==> config.mk <==
export PLATFORM = sky130hd
export DESIGN_NAME = uart_image_loader
export DESIGN_NICKNAME = d
export VERILOG_FILES = /design/src/rtl/uart_image_loader.sv
export SDC_FILE = /design/constraint.sdc
export NUM_CORES = 1
export LEC_CHECK = 0
export CAP_MARGIN = 20
export CORE_UTILIZATION = 53
export CTS_BUF_LIST = sky130_fd_sc_hd__clkbuf_16
export DETAILED_ROUTE_END_ITERATION = 6
export MAX_ROUTING_LAYER = met4
export PLACE_DENSITY = 0.79
export SYNTH_ARGS = -nofsm -noshare
export SYNTH_HDL_FRONTEND = slang
export SYNTH_SLANG_ARGS = --single-unit
==> constraint.sdc <==
create_clock -name clk -period 1.95 [get_ports clk]
set_clock_uncertainty 0.2 [all_clocks]
set_input_delay 0.195 -clock clk [delete_from_list [all_inputs] [get_ports clk]]
set_output_delay 0.195 -clock clk [all_outputs]
set_load 0.03 [all_outputs]
==> src/rtl/uart_image_loader.sv <==
// Receives a raw 8-bit grayscale frame over UART 8N1 and streams it into the image buffer write port.
// Optional trailing checksum byte: define UART_IMAGE_LOADER_CHECKSUM_EN.
module uart_image_loader #(
    parameter int CLK_HZ      = 100000000,
    parameter int BAUD        = 115200,
    parameter int IMG_BYTES   = 4096,
    parameter int ADDR_W      = 12,
    parameter int TIMEOUT_CYC = 1000000
) (
    input  logic              clk,
    input  logic              rst_n,
    input  logic              rx,
    input  logic              start,
    output logic              wr_en,
    output logic [ADDR_W-1:0] wr_addr,
    output logic [7:0]        wr_data,
    output logic              busy,
    output logic              done,
    output logic              err_frame,
    output logic              err_timeout,
    output logic              err_checksum
);

    localparam int DIV   = CLK_HZ / BAUD;
    localparam int CNT_W = $clog2(DIV);
    localparam int TMO_W = $clog2(TIMEOUT_CYC + 1);

    localparam logic [CNT_W-1:0]  HALF_LAST = CNT_W'(DIV / 2 - 1);
    localparam logic [CNT_W-1:0]  BIT_LAST  = CNT_W'(DIV - 1);
    localparam logic [TMO_W-1:0]  TMO_LAST  = TMO_W'(TIMEOUT_CYC - 1);
    localparam logic [ADDR_W-1:0] ADDR_LAST = ADDR_W'(IMG_BYTES - 1);

    localparam logic [2:0] S_IDLE  = 3'd0;
    localparam logic [2:0] S_ARMED = 3'd1;
    localparam logic [2:0] S_START = 3'd2;
    localparam logic [2:0] S_DATA  = 3'd3;
    localparam logic [2:0] S_STOP  = 3'd4;
    localparam logic [2:0] S_WRITE = 3'd5;
`ifdef UART_IMAGE_LOADER_CHECKSUM_EN
    localparam logic [2:0] S_CHECK = 3'd6;
`endif
    localparam logic [2:0] S_DONE  = 3'd7;

    logic [2:0]       state;
    logic [2:0]       wait_state;
    logic             rx_meta;
    logic             rx_sync;
    logic             rx_prev;
    logic             rx_fall;
    logic [CNT_W-1:0] baud_cnt;
    logic [2:0]       bit_cnt;
    logic [7:0]       shift;
    logic [TMO_W-1:0] tmo_cnt;
    logic             got_byte;

`ifdef UART_IMAGE_LOADER_CHECKSUM_EN
    logic       in_check;
    logic [7:0] sum;
    logic [7:0] chk_total;
    logic       err_chk;

    assign wait_state   = in_check ? S_CHECK : S_ARMED;
    assign chk_total    = sum + shift;
    assign err_checksum = err_chk;
`else
    assign wait_state   = S_ARMED;
    assign err_checksum = 1'b0;
`endif

    assign busy    = (state != S_IDLE) && (state != S_DONE);
    assign done    = (state == S_DONE);
    assign rx_fall = rx_prev && !rx_sync;

    always_ff @(posedge clk or negedge rst_n) begin
        if (!rst_n) begin
            rx_meta <= 1'b1;
            rx_sync <= 1'b1;
            rx_prev <= 1'b1;
        end else begin
            rx_meta <= rx;
            rx_sync <= rx_meta;
            rx_prev <= rx_sync;
        end
    end

    always_ff @(posedge clk or negedge rst_n) begin
        if (!rst_n) begin
            state       <= S_IDLE;
            baud_cnt    <= '0;
            bit_cnt     <= '0;
            shift       <= '0;
            tmo_cnt     <= '0;
            got_byte    <= 1'b0;
            wr_en       <= 1'b0;
            wr_addr     <= '0;
            wr_data     <= '0;
            err_frame   <= 1'b0;
            err_timeout <= 1'b0;
`ifdef UART_IMAGE_LOADER_CHECKSUM_EN
            in_check    <= 1'b0;
            sum         <= '0;
            err_chk     <= 1'b0;
`endif
        end else begin
            wr_en <= 1'b0;
            case (state)
                S_IDLE, S_DONE: begin
                    if (start) begin
                        state       <= S_ARMED;
                        wr_addr     <= '0;
                        err_frame   <= 1'b0;
                        err_timeout <= 1'b0;
                        got_byte    <= 1'b0;
                        tmo_cnt     <= '0;
`ifdef UART_IMAGE_LOADER_CHECKSUM_EN
                        in_check    <= 1'b0;
                        sum         <= '0;
                        err_chk     <= 1'b0;
`endif
                    end
                end

`ifdef UART_IMAGE_LOADER_CHECKSUM_EN
                S_ARMED, S_CHECK: begin
`else
                S_ARMED: begin
`endif
                    // The idle timer only runs once the frame has delivered its first byte.
                    if (got_byte && tmo_cnt == TMO_LAST) begin
                        err_timeout <= 1'b1;
                        state       <= S_IDLE;
                    end else begin
                        if (got_byte) begin
                            tmo_cnt <= tmo_cnt + TMO_W'(1);
                        end
                        if (rx_fall) begin
                            state    <= S_START;
                            baud_cnt <= '0;
                        end
                    end
                end

                S_START: begin
                    if (baud_cnt == HALF_LAST) begin
                        baud_cnt <= '0;
                        bit_cnt  <= '0;
                        state    <= rx_sync ? wait_state : S_DATA;
                    end else begin
                        baud_cnt <= baud_cnt + CNT_W'(1);
                    end
                end

                S_DATA: begin
                    if (baud_cnt == BIT_LAST) begin
                        baud_cnt <= '0;
                        shift    <= {rx_sync, shift[7:1]};
                        if (bit_cnt == 3'd7) begin
                            state <= S_STOP;
                        end else begin
                            bit_cnt <= bit_cnt + 3'd1;
                        end
                    end else begin
                        baud_cnt <= baud_cnt + CNT_W'(1);
                    end
                end

                S_STOP: begin
                    if (baud_cnt == BIT_LAST) begin
                        baud_cnt <= '0;
                        if (!rx_sync) begin
                            err_frame <= 1'b1;
                            state     <= wait_state;
`ifdef UART_IMAGE_LOADER_CHECKSUM_EN
                        end else if (in_check) begin
                            if (chk_total == 8'd0) begin
                                state <= S_DONE;
                            end else begin
                                err_chk <= 1'b1;
                                state   <= S_IDLE;
                            end
`endif
                        end else begin
                            wr_en   <= 1'b1;
                            wr_data <= shift;
                            state   <= S_WRITE;
                        end
                    end else begin
                        baud_cnt <= baud_cnt + CNT_W'(1);
                    end
                end

                S_WRITE: begin
                    got_byte <= 1'b1;
                    tmo_cnt  <= '0;
`ifdef UART_IMAGE_LOADER_CHECKSUM_EN
                    sum      <= sum + wr_data;
`endif
                    if (wr_addr == ADDR_LAST) begin
`ifdef UART_IMAGE_LOADER_CHECKSUM_EN
                        in_check <= 1'b1;
                        state    <= S_CHECK;
`else
                        state    <= S_DONE;
`endif
                    end else begin
                        wr_addr <= wr_addr + ADDR_W'(1);
                        state   <= S_ARMED;
                    end
                end

                default: state <= S_IDLE;
            endcase
        end
    end

endmodule

==> run metrics <==
# diodes=0; Overall Global Routing Usage=0.2984; drt initial violations=about 220; CTS Root Cell=clkbuf_16; Final Max Slew Viols=0; LEAKAGE=~0.0025 µW; Cell Chain, Critical Path=a21bo_2 -> a22o_4 -> o2111ai_4 -> buf_6 -> or4_4 -> a21oi_2; Synth Register Bits=71; Ys Warns=0; CP max stage cell=dfrtp_1; Core Box Area=roughly 6900 µm²; Routed WL per cell=approximately 18 µm; FFs w/ async S/R, synth=1.000; unrepaired setup endpoints after global routing=true; TritonCTS clock tree=done; most frequent cells in the layout=81 x buf_4, 64 x dfrtp_1, 36 x nand2_1; register area share after synthesis=0.4623; H-tree depth=3; VDD IR max=between 0.7 and 0.8 mV; layout cells sized above 1=0.4206; Post-synth EDFFs=0; Hold Path Class=in2reg; final worst path period need=2.135 ns; Synth cell types=73; Critical Path RT=about 2 ns; critical path type=reg2reg; Worst R2R Path Depth=6; maximum clock rate=roughly 0.47 GHz; Chip Width=87.25 µm; final setup violation count=45; Worst-path clk slew=around 0.060 ns; Synth Net Count=388; post-DR vias/cell=6.067; fin nets=around 510; post-DP HPWL=between 6000 and 7000 µm; Num CTS Buffers=9; Worst setup EP type=register; initial antenna violation count=0; Mapped Cells=378; CP peak stage delay=~0.50 ns; clk buf depth=2; IO buf count=28; crit-path max FO=7; WP data arrival=~2.2 ns; Mean Syn Cell Area=approximately 10 µm²; routed vias=3640; Slew @ Worst Pin=0.5017 ns; hold path cells=1; grt total ovfl=0; Initial Util=0.5576; cell area after layout=~5600 µm²; drt drc=0; Max Cap Violations=0; # fillers=slightly above 400; DIE AREA=7612 µm²; CTS sink cnt=just over 70; Final GP Congestion=about 0.85; Ports=30; first-pass GRT wire length=approximately 17000 µm; outcome=complete, but fails checks; Final Hold Viols=0; placed cell areas=between 4000 and 5000 µm²; Syn Std Cell Area=roughly 3900 µm²; failing checks=negative setup slack; cell row count=30; Die Y=about 87 µm; crit start category=register; TritonRoute pass-1 iters=5; Clock Latency Late Sink=around 0.34 ns; commonest non-fill, non-tap cell in the layout=buf_4; Tcrit/Tclk final=1.095; power density cells=~1000 nW/µm²; area delta synth->final=45.94%; slew margin rel.=0.6628; Post-DRT Antenna Nets=0; largest net degree at the start of global routing=27; vias in the first global route=between 3000 and 4000; Primary FF master, synth=dfrtp_1; PnR worst setup slack=-0.1849 ns; routed wire length=around 11000 µm; Hold WS=just over 0.06 ns
==> sequential cells by signal (all words and copies together), names as in the netlist <==
name / cells
tmo_cnt: 20
wr_addr: 12
baud_cnt: 10
shift: 8
wr_data: 8
bit_cnt: 3
state: 3
err_frame: 1
err_timeout: 1
got_byte: 1
rx_meta: 1
rx_prev: 1
rx_sync: 1
wr_en: 1
==> cell usage after synthesis, drive strengths merged (2+ instances only) <==
library cell	n	area (µm²)
dfstp	3	78.83
inv	11	41.29
nor3	10	55.05
nand2	39	146.4
nand2b	6	37.54
nor3b	2	20.02
a31oi	3	18.77
mux2	18	202.7
nor2b	3	18.77
clkbuf	5	18.77
o41ai	2	36.29
nor2	31	126.4
nor4	5	46.29
dfrtp	68	1702
buf	8	56.29
mux2i	3	30.03
a22o	4	36.29
or2	4	25.02
o21a	2	15.01
nand4	15	108.9
a21oi	14	73.82
o2111ai	2	35.04
or3	3	18.77
nand3	16	90.09
and4	3	26.28
o21ai	15	75.07
or4	7	52.55
a211oi	4	40.03
and3	8	50.05
o31ai	7	52.55
and4bb	3	41.29
xor2	9	78.83
ha	6	75.07
o211ai	5	37.54
and3b	2	17.52
and2	5	31.28
o22ai	6	43.79
xnor2	7	61.31
==> power breakdown <==
group / internal (µW) / switching [µW] / total, µW
clock network: 1140 / 683 / 1820
registers: 1600 / 139 / 1740
logic: 907 / 1180 / 2090
total: 3640 / 2000 / 5640
==> final timing paths <==
check                      slack [ns]            startpoint                 endpoint
setup / recovery                -0.18  state[2]$_DFFE_PN0P_  tmo_cnt[15]$_DFFE_PN0P_
hold reg to reg                  0.15     rx_meta$_DFF_PN1_        rx_sync$_DFF_PN1_
min in group asynchronous        0.11                 rst_n  tmo_cnt[19]$_DFFE_PN0P_
setup reg to reg                -0.18  state[2]$_DFFE_PN0P_  tmo_cnt[15]$_DFFE_PN0P_
hold / removal                   0.06                    rx        rx_meta$_DFF_PN1_
max in group asynchronous        0.89                 rst_n        rx_meta$_DFF_PN1_
==> through the flow <==
| stage | instances | setup slack [ns] | total power (µW) | util | TNS, ns |
|---|---|---|---|---|---|
| after floorplan | 378 | -0.02235 | 2742 | - | -0.03270 |
| after global placement | 567 | -0.2252 | 3412 | 0.7016 | -2.490 |
| after detailed placement | 567 | -0.2770 | 3489 | 0.7016 | -4.188 |
| after CTS | 593 | -0.09316 | 5428 | 0.7804 | -1.467 |
| after global routing | 600 | -0.2219 | 5870 | 0.8138 | -6.724 |
| final | 600 | -0.1849 | 5643 | 0.8138 | -3.932 |
==> critical path: cells and delay by family, from the launching register on <==
family,cells,cell delay (ns)
flip-flops,1,0.50
AO/OA/AOI/OAI,4,0.68
AND/OR/NAND/NOR,1,0.49
buffers and inverters,1,0.19
==> cells by family (layout without fill, tap and decap cells) <==
| group | count (synthesis) | count (layout) | share of synthesized area |
|---|---|---|---|
| xor+xnor | 16 | 16 | 0.03639 |
| mux | 21 | 21 | 0.06043 |
| fa+ha+maj | 6 | 6 | 0.01949 |
| compound gates | 74 | 74 | 0.1446 |
| other cells | 1 | 1 | 0.0009737 |
| buf+inv | 24 | 150 | 0.03021 |
| simple gates | 165 | 165 | 0.2456 |
| flops | 71 | 71 | 0.4623 |
==> per-layer routing <==
metal  track usage  routed length, µm  vias up  share of wire
met5             -                  0        -              0
met4        0.1133                429        0          0.039
met3       0.05498                571       46          0.052
met2        0.5014               5632      164           0.51
met1        0.3572               4440     1788           0.40
li1              -                  -     1642              -
==> layout make-up <==
class / instances / area, µm² / area share
multi-input cells: 283 / 2268 / 0.4036
flip-flops and latches: 71 / 1785 / 0.3177
repair buffers: 123 / 1077 / 0.1917
clock buffers: 9 / 225.2 / 0.04007
well taps: 96 / 120.1 / 0.02137
clock inverters: 7 / 100.1 / 0.01781
inverters: 11 / 43.79 / 0.007792
==> timing repair <==
action | in CTS | in global routing
setup endpoints to repair | 48 | 62
resized for setup | 36 | 44
endpoints found under the hold margin | 69 | 0
setup buffers | 10 | 8
pin swaps | 22 | 15
hold buffers | 1 | 0
(Power assumes the default switching activity.)
==> edit 1, RTL diff (same settings) <==
One comparison of `tmo_cnt` changes from == to >=.
--- a/src/rtl/uart_image_loader.sv
+++ b/src/rtl/uart_image_loader.sv
@@ -127,5 +127,5 @@
 `endif
                     // The idle timer only runs once the frame has delivered its first byte.
-                    if (got_byte && tmo_cnt == TMO_LAST) begin
+                    if (got_byte && tmo_cnt >= TMO_LAST) begin
                         err_timeout <= 1'b1;
                         state       <= S_IDLE;
Check against the original RTL: same outputs for any inputs over 10 cycles, from zero or initial values and one cycle with rst_n low; that may be too few to reach the edited logic, so the function may still have changed.
==> edit 1 against the original RTL <==
- the flow finishes with violations (design-rule violations, negative setup slack)
- total power is 5.4% higher
- cell area is 2.7% lower
- area after synthesis is 5.5% lower
- first-iteration DRC count is 11% lower
- clock power is 3% lower
- synthesized cell count is 4.8% lower
- sequential cell count stayed put
- worst setup slack worse by 320 ps
- core utilization is 2.8 points higher
- wire length is 5.9% lower
- largest power group unchanged
- highest routed layer unchanged
==> edit 1: results (changes against the original RTL) <==
The setup-violating endpoint count in the final report is 55 (+22%). The yosys synthesis warning count came out at 0 (unchanged). The final-layout fill cell count is 317 (-22%). The xor and xnor fraction of the mapped netlist area came out at 5.77% (+2.1 points). The adder-cell share of the synthesized area came to 2.06% (+0.11 points).

The post-synthesis compound-gate area fraction came out at 12.7% (-1.7 points). The register clock-pin slew on the reported worst setup and hold paths is 60 ps (about the same). The fraction of layout instances using a drive strength above 1 is 40.9% (-1.2 points). The count of routing violations after the opening detailed-route iteration came out at 196 (-11%). The power drawn by the clock network is 0.00176 W (-3%). The first-pass GRT wire length came out at 15700 um (-6.8%). The later pin in the worst-skew pair is clocked with a latency of around 330 ps. The number of buffers inserted during clock tree synthesis is 9 (unchanged). The number of buffers inserted by port buffering is 28 (unchanged). The leakage power total was 2.59 nW (+5.1%). The pre-CTS worst setup slack came to -450 ps (-173 ps).

The overall track demand over capacity in global routing is 29.1% (-0.77 points). The highest fanout seen on the critical path was 3 (-4). The antenna cell count came out at 0 (unchanged). The largest voltage drop on the vdd net is 0.902 mV (+27%). The total wire length after detailed routing came out at 10400 um (-5.9%).

The final weighted congestion in routability-driven placement is 0.842 (-0.48%). The via count of the first global-routing pass is 3458 (-2.6%). The largest registers in the layout are tmo_cnt: 20 flops, wr_addr: 12 flops, baud_cnt: 10 flops. The biggest cell delay along the critical path is 540 ps (+40 ps). The number of placed cells counting well taps came out at 533 (-6.0%). The post-synthesis sequential area ratio came out at 48.9% (+2.7 points). The data arrival time of the critical path is 2470 ps (+270 ps).

The kind of path behind the tightest hold check is primary input to flip-flop. The final routed wire length divided by cell count came out at 18.3 um (-0.81%). The final routed DRC violation total came out at 1 (+1).

The checks that failed: design-rule violations, negative setup slack. The family of cells with the greatest summed delay on the critical path is simple AND/OR/NAND/NOR gates. The run finished, with violations left. The synthesized area per cell is 10.1 sq um (-0.73%). The cell area after placement came out at 4670 sq um (-3.7%). The number of distinct library cell variants in the gate-level netlist after synthesis was 62 (-15%). The multiplexer share of the synthesized area is 5.26% (-0.79 points). The share of synthesized flip-flops with an asynchronous set or reset is 100% (unchanged).

The final net count is 497 (-2.4%). By count the netlist is led by 68 x dfrtp_1, 49 x nor2_1, 28 x nand2_1. The maximum clock insertion buffer count is 2 (unchanged). The total number of vias came out at 3322 (-8.7%).

The combinational cell fraction of total power is 39.7% (+2.7 points). The final total negative setup slack came out at -16820 ps (-12880 ps). The net switching fraction of the power is 34.5% (-0.94 points). Among all stages on the critical path, the largest delay is contributed by or4_4. The count of TritonRoute iterations in the first routing pass was 6 (+1). The synthesized netlist net count came out at 370 (-4.6%). Sorting the synthesized cells by area gives the leading types as dfrtp_1 47%, nor2_1 5.1%, mux2_2 4.6%, xnor2_1 3.4%, nand2_1 2.9%. The post-DP HPWL came to 5890 um (-11%). The number of antenna violations at the first check in global routing came to 0 (unchanged).

The final worst-path setup slack came out at -504 ps (-319 ps). The count of nets left with antenna violations after detail routing came to 0 (unchanged). The maximum number of pins on one net before global-route repair is 72 (+170%). The final design area excluding fillers is 5470 sq um (-2.7%).
[edit 1: cell type report]
type / instances / area share (%)
Tap cell: 77 / 1.76
Inverter: 12 / 0.824
Timing Repair Buffer: 125 / 20.1
Sequential cell: 71 / 32.7
Clock buffer: 9 / 4.12
Clock inverter: 7 / 1.65
Multi-Input combinational cell: 268 / 38.8
[edit 1: cells by family (layout without fill, tap and decap cells)]
group,count (synthesis),after routing
and+or+nand+nor,153,154
DFF,71,71
AOI/OAI and AO/OA,65,66
xor gates and xnor gates,24,24
buffers and inverters,23,153
muxes,17,17
adders and majority gates,6,6
other,1,1
[edit 1: metal layers]
layer	GRT usage (%)	vias up	share of wire (%)
met5	-	-	0
met3	5.16	33	3.9
li1	-	1532	-
met1	33.3	1656	40
met4	13.4	0	2.9
met2	50.0	101	53
[edit 1: path summary, 6_finish.rpt]
check / startpoint / endpoint / slack (ps) / cells past startpoint
worst max-delay path: tmo_cnt[10] / tmo_cnt[7] / -500 / 8
worst min-delay path: rx / rx_meta / 70 / 1
worst max register to register: tmo_cnt[10] / tmo_cnt[7] / -500 / 8
worst min register to register: rx_meta / rx_sync / 160 / 0
max in group asynchronous: rst_n / rx_sync / 990 / 3
min in group asynchronous: rst_n / tmo_cnt[6] / 220 / 3
[edit 1: stage by stage]
stage          hold WS [ps]  power [W]
5_1_grt                77.5    0.00621
6_report               73.3    0.00595
4_1_cts                75.6    0.00577
2_1_floorplan          -301    0.00292
3_5_place_dp           50.1    0.00380
3_3_place_gp           47.1    0.00372
[edit 1: what timing repair did]
action | CTS | global route
cloned | 2 | 0
resized for setup | 35 | 43
endpoints found under the hold margin | 68 | 0
pin swaps | 23 | 38
endpoints found under the setup margin | 59 | 66
buffers inserted | 8 | 9
hold buffers | 1 | 0
==> edit 2, RTL diff (config.mk and constraints unchanged) <==
Made on the original files. Build with the macro `UART_IMAGE_LOADER_CHECKSUM_EN` defined.
--- a/src/rtl/uart_image_loader.sv
+++ b/src/rtl/uart_image_loader.sv
@@ -1,4 +1,6 @@
 // Receives a raw 8-bit grayscale frame over UART 8N1 and streams it into the image buffer write port.
 // Optional trailing checksum byte: define UART_IMAGE_LOADER_CHECKSUM_EN.
+`define UART_IMAGE_LOADER_CHECKSUM_EN
+
 module uart_image_loader #(
     parameter int CLK_HZ      = 100000000,
Behaviour: no difference found for any inputs over 10 cycles, from zero or initial values and one cycle with rst_n low; that may be too few to reach the edited logic, so the function may still have changed.
==> edit 2 against the original RTL <==
- largest cell class unchanged
- sequential cell count increased by 10
- critical path type unchanged
- wire length increased by 55%
- worst setup slack worse by 910 ps
- area after synthesis up 21%
- cell area rose by 27%
- core utilization is 3.7 points higher
- count of clock-buffer cells in the layout unchanged
- the flow still finishes with violations (negative setup slack)
Power is not compared: it rests on default switching activity, and its combinational part moved more than twofold at a synthesized area within 25%.
==> edit 2: results (changes against the original RTL) <==
The amount of wire on met3 after detailed routing is 1400 um (+150%). The final weighted congestion in routability-driven placement is 0.932 (+10%). The number of cell rows came to 33 (+10%). The number of logic inverters in the finished layout is 17 (+6). Sorting the synthesized cells by how often they occur yields 78 x dfrtp_1, 55 x nor2_1, 39 x nand2_1. The adder-cell share of the synthesized area is 6.21% (+4.3 points).

The wire length on met2 is 8460 um (+50%). The met1 global-route usage is 38.2% (+2.5 points). The launch point of the critical path is shift[1].

The area of the multi-input gates was 3120 sq um (+37%). The multi-input combinational area share came out at 43.7% (+3.3 points). The flop-to-flop setup slack came out at -1090 ps (-910 ps).

The register clock-pin slew on the reported worst setup and hold paths came out at 60 ps (about the same). The fraction of met2 tracks used by global routing came out at 56.4% (+6.2 points). The total number of vias came out at 5068 (+39%). The number of buffers inserted by port buffering is 29 (+3.6%). The worst register-to-register path ends at state[2]. The final worst-path setup slack came out at -1090 ps (-906 ps). The maximum number of pins on one net before global-route repair was 37 (+37%). The fraction of layout instances using a drive strength above 1 came out at 39.7% (-2.3 points). The xor and xnor fraction of the mapped netlist area is 6.18% (+2.5 points). The number of distinct library cell variants in the gate-level netlist after synthesis is 64 (-12%). The total number of sequential cells is 81 (+14%). The highest fanout seen on the critical path is 4 (-3). Among all stages on the critical path, the largest delay is contributed by a2111oi_0. The quantity of gates resized following cts is 43 (+19%). The final routed wire length divided by cell count is 22.2 um (+20%). The setup-violating endpoint count in the final report came to 60 (+33%). The transition at the pin with the smallest max-transition slack came out at 585 ps (+83.2 ps). The post-synthesis compound-gate area fraction is 15.9% (+1.5 points). The final reports fail on negative setup slack.

The biggest cell delay along the critical path was 610 ps (+110 ps). The post-synthesis sequential area ratio is 43.4% (-2.8 points). The fraction of cell area in non-clock buffers is 20.8% (+1.6 points). The number of buffers added for setup after CTS is 14 (+4). By area the synthesized netlist is led by dfrtp_1 42%, ha_1 5.4%, nor2_1 4.4%, xnor2_1 3.9%, mux2_2 3.6%. The first-pass GRT wire length came to 22800 um (+36%). The final net count came out at 688 (+35%). The post-DP HPWL came out at 8920 um (+34%). The fraction of area in clock buffers and inverters came to 4.28% (-1.5 points).

The final-layout fill cell count is 378 (-6.4%). The count of routing violations after the opening detailed-route iteration came to 529 (+140%). The multiplexer share of the synthesized area came out at 3.83% (-2.2 points).

The cell area after placement was 6080 sq um (+26%). The final total negative setup slack is -24500 ps (-20570 ps). The data arrival time of the critical path is 3060 ps (+860 ps). The run finished, with violations left. The count of non-CTS buffers in the layout came to 172 (+40%).
edit 2: changes by cell type after synthesis, moves of 7 or more:
cell and delta:
inv_1 +7, a211oi_1 +18, dfrtp_1 +10, o21ai_0 +20, xnor2_1 +14, clkbuf_1 +9, ha_1 +14, nor2_1 +26
nand3_1 +19, mux2_1 -8
edit 2: stage by stage:
step	cells	total power, W	setup slack (ps)	hold slack [ps]
finish	772	0.00868	-1090	60.6
global route	772	0.00898	-1180	72.1
detailed placement	726	0.00549	-944	-16.6
CTS	757	0.00782	-863	59.6
floorplan	494	0.00399	-753	-301
global placement	726	0.00534	-850	-24.8
edit 2: worst register-to-register path: cells and delay by family, from the launching register on:
| kind | cells | cell delay [ps] |
|---|---|---|
| DFF | 1 | 410 |
| adders and majority gates | 1 | 300 |
| and+or+nand+nor | 1 | 130 |
| AOI/OAI and AO/OA | 5 | 1520 |
| buffers and inverters | 2 | 370 |
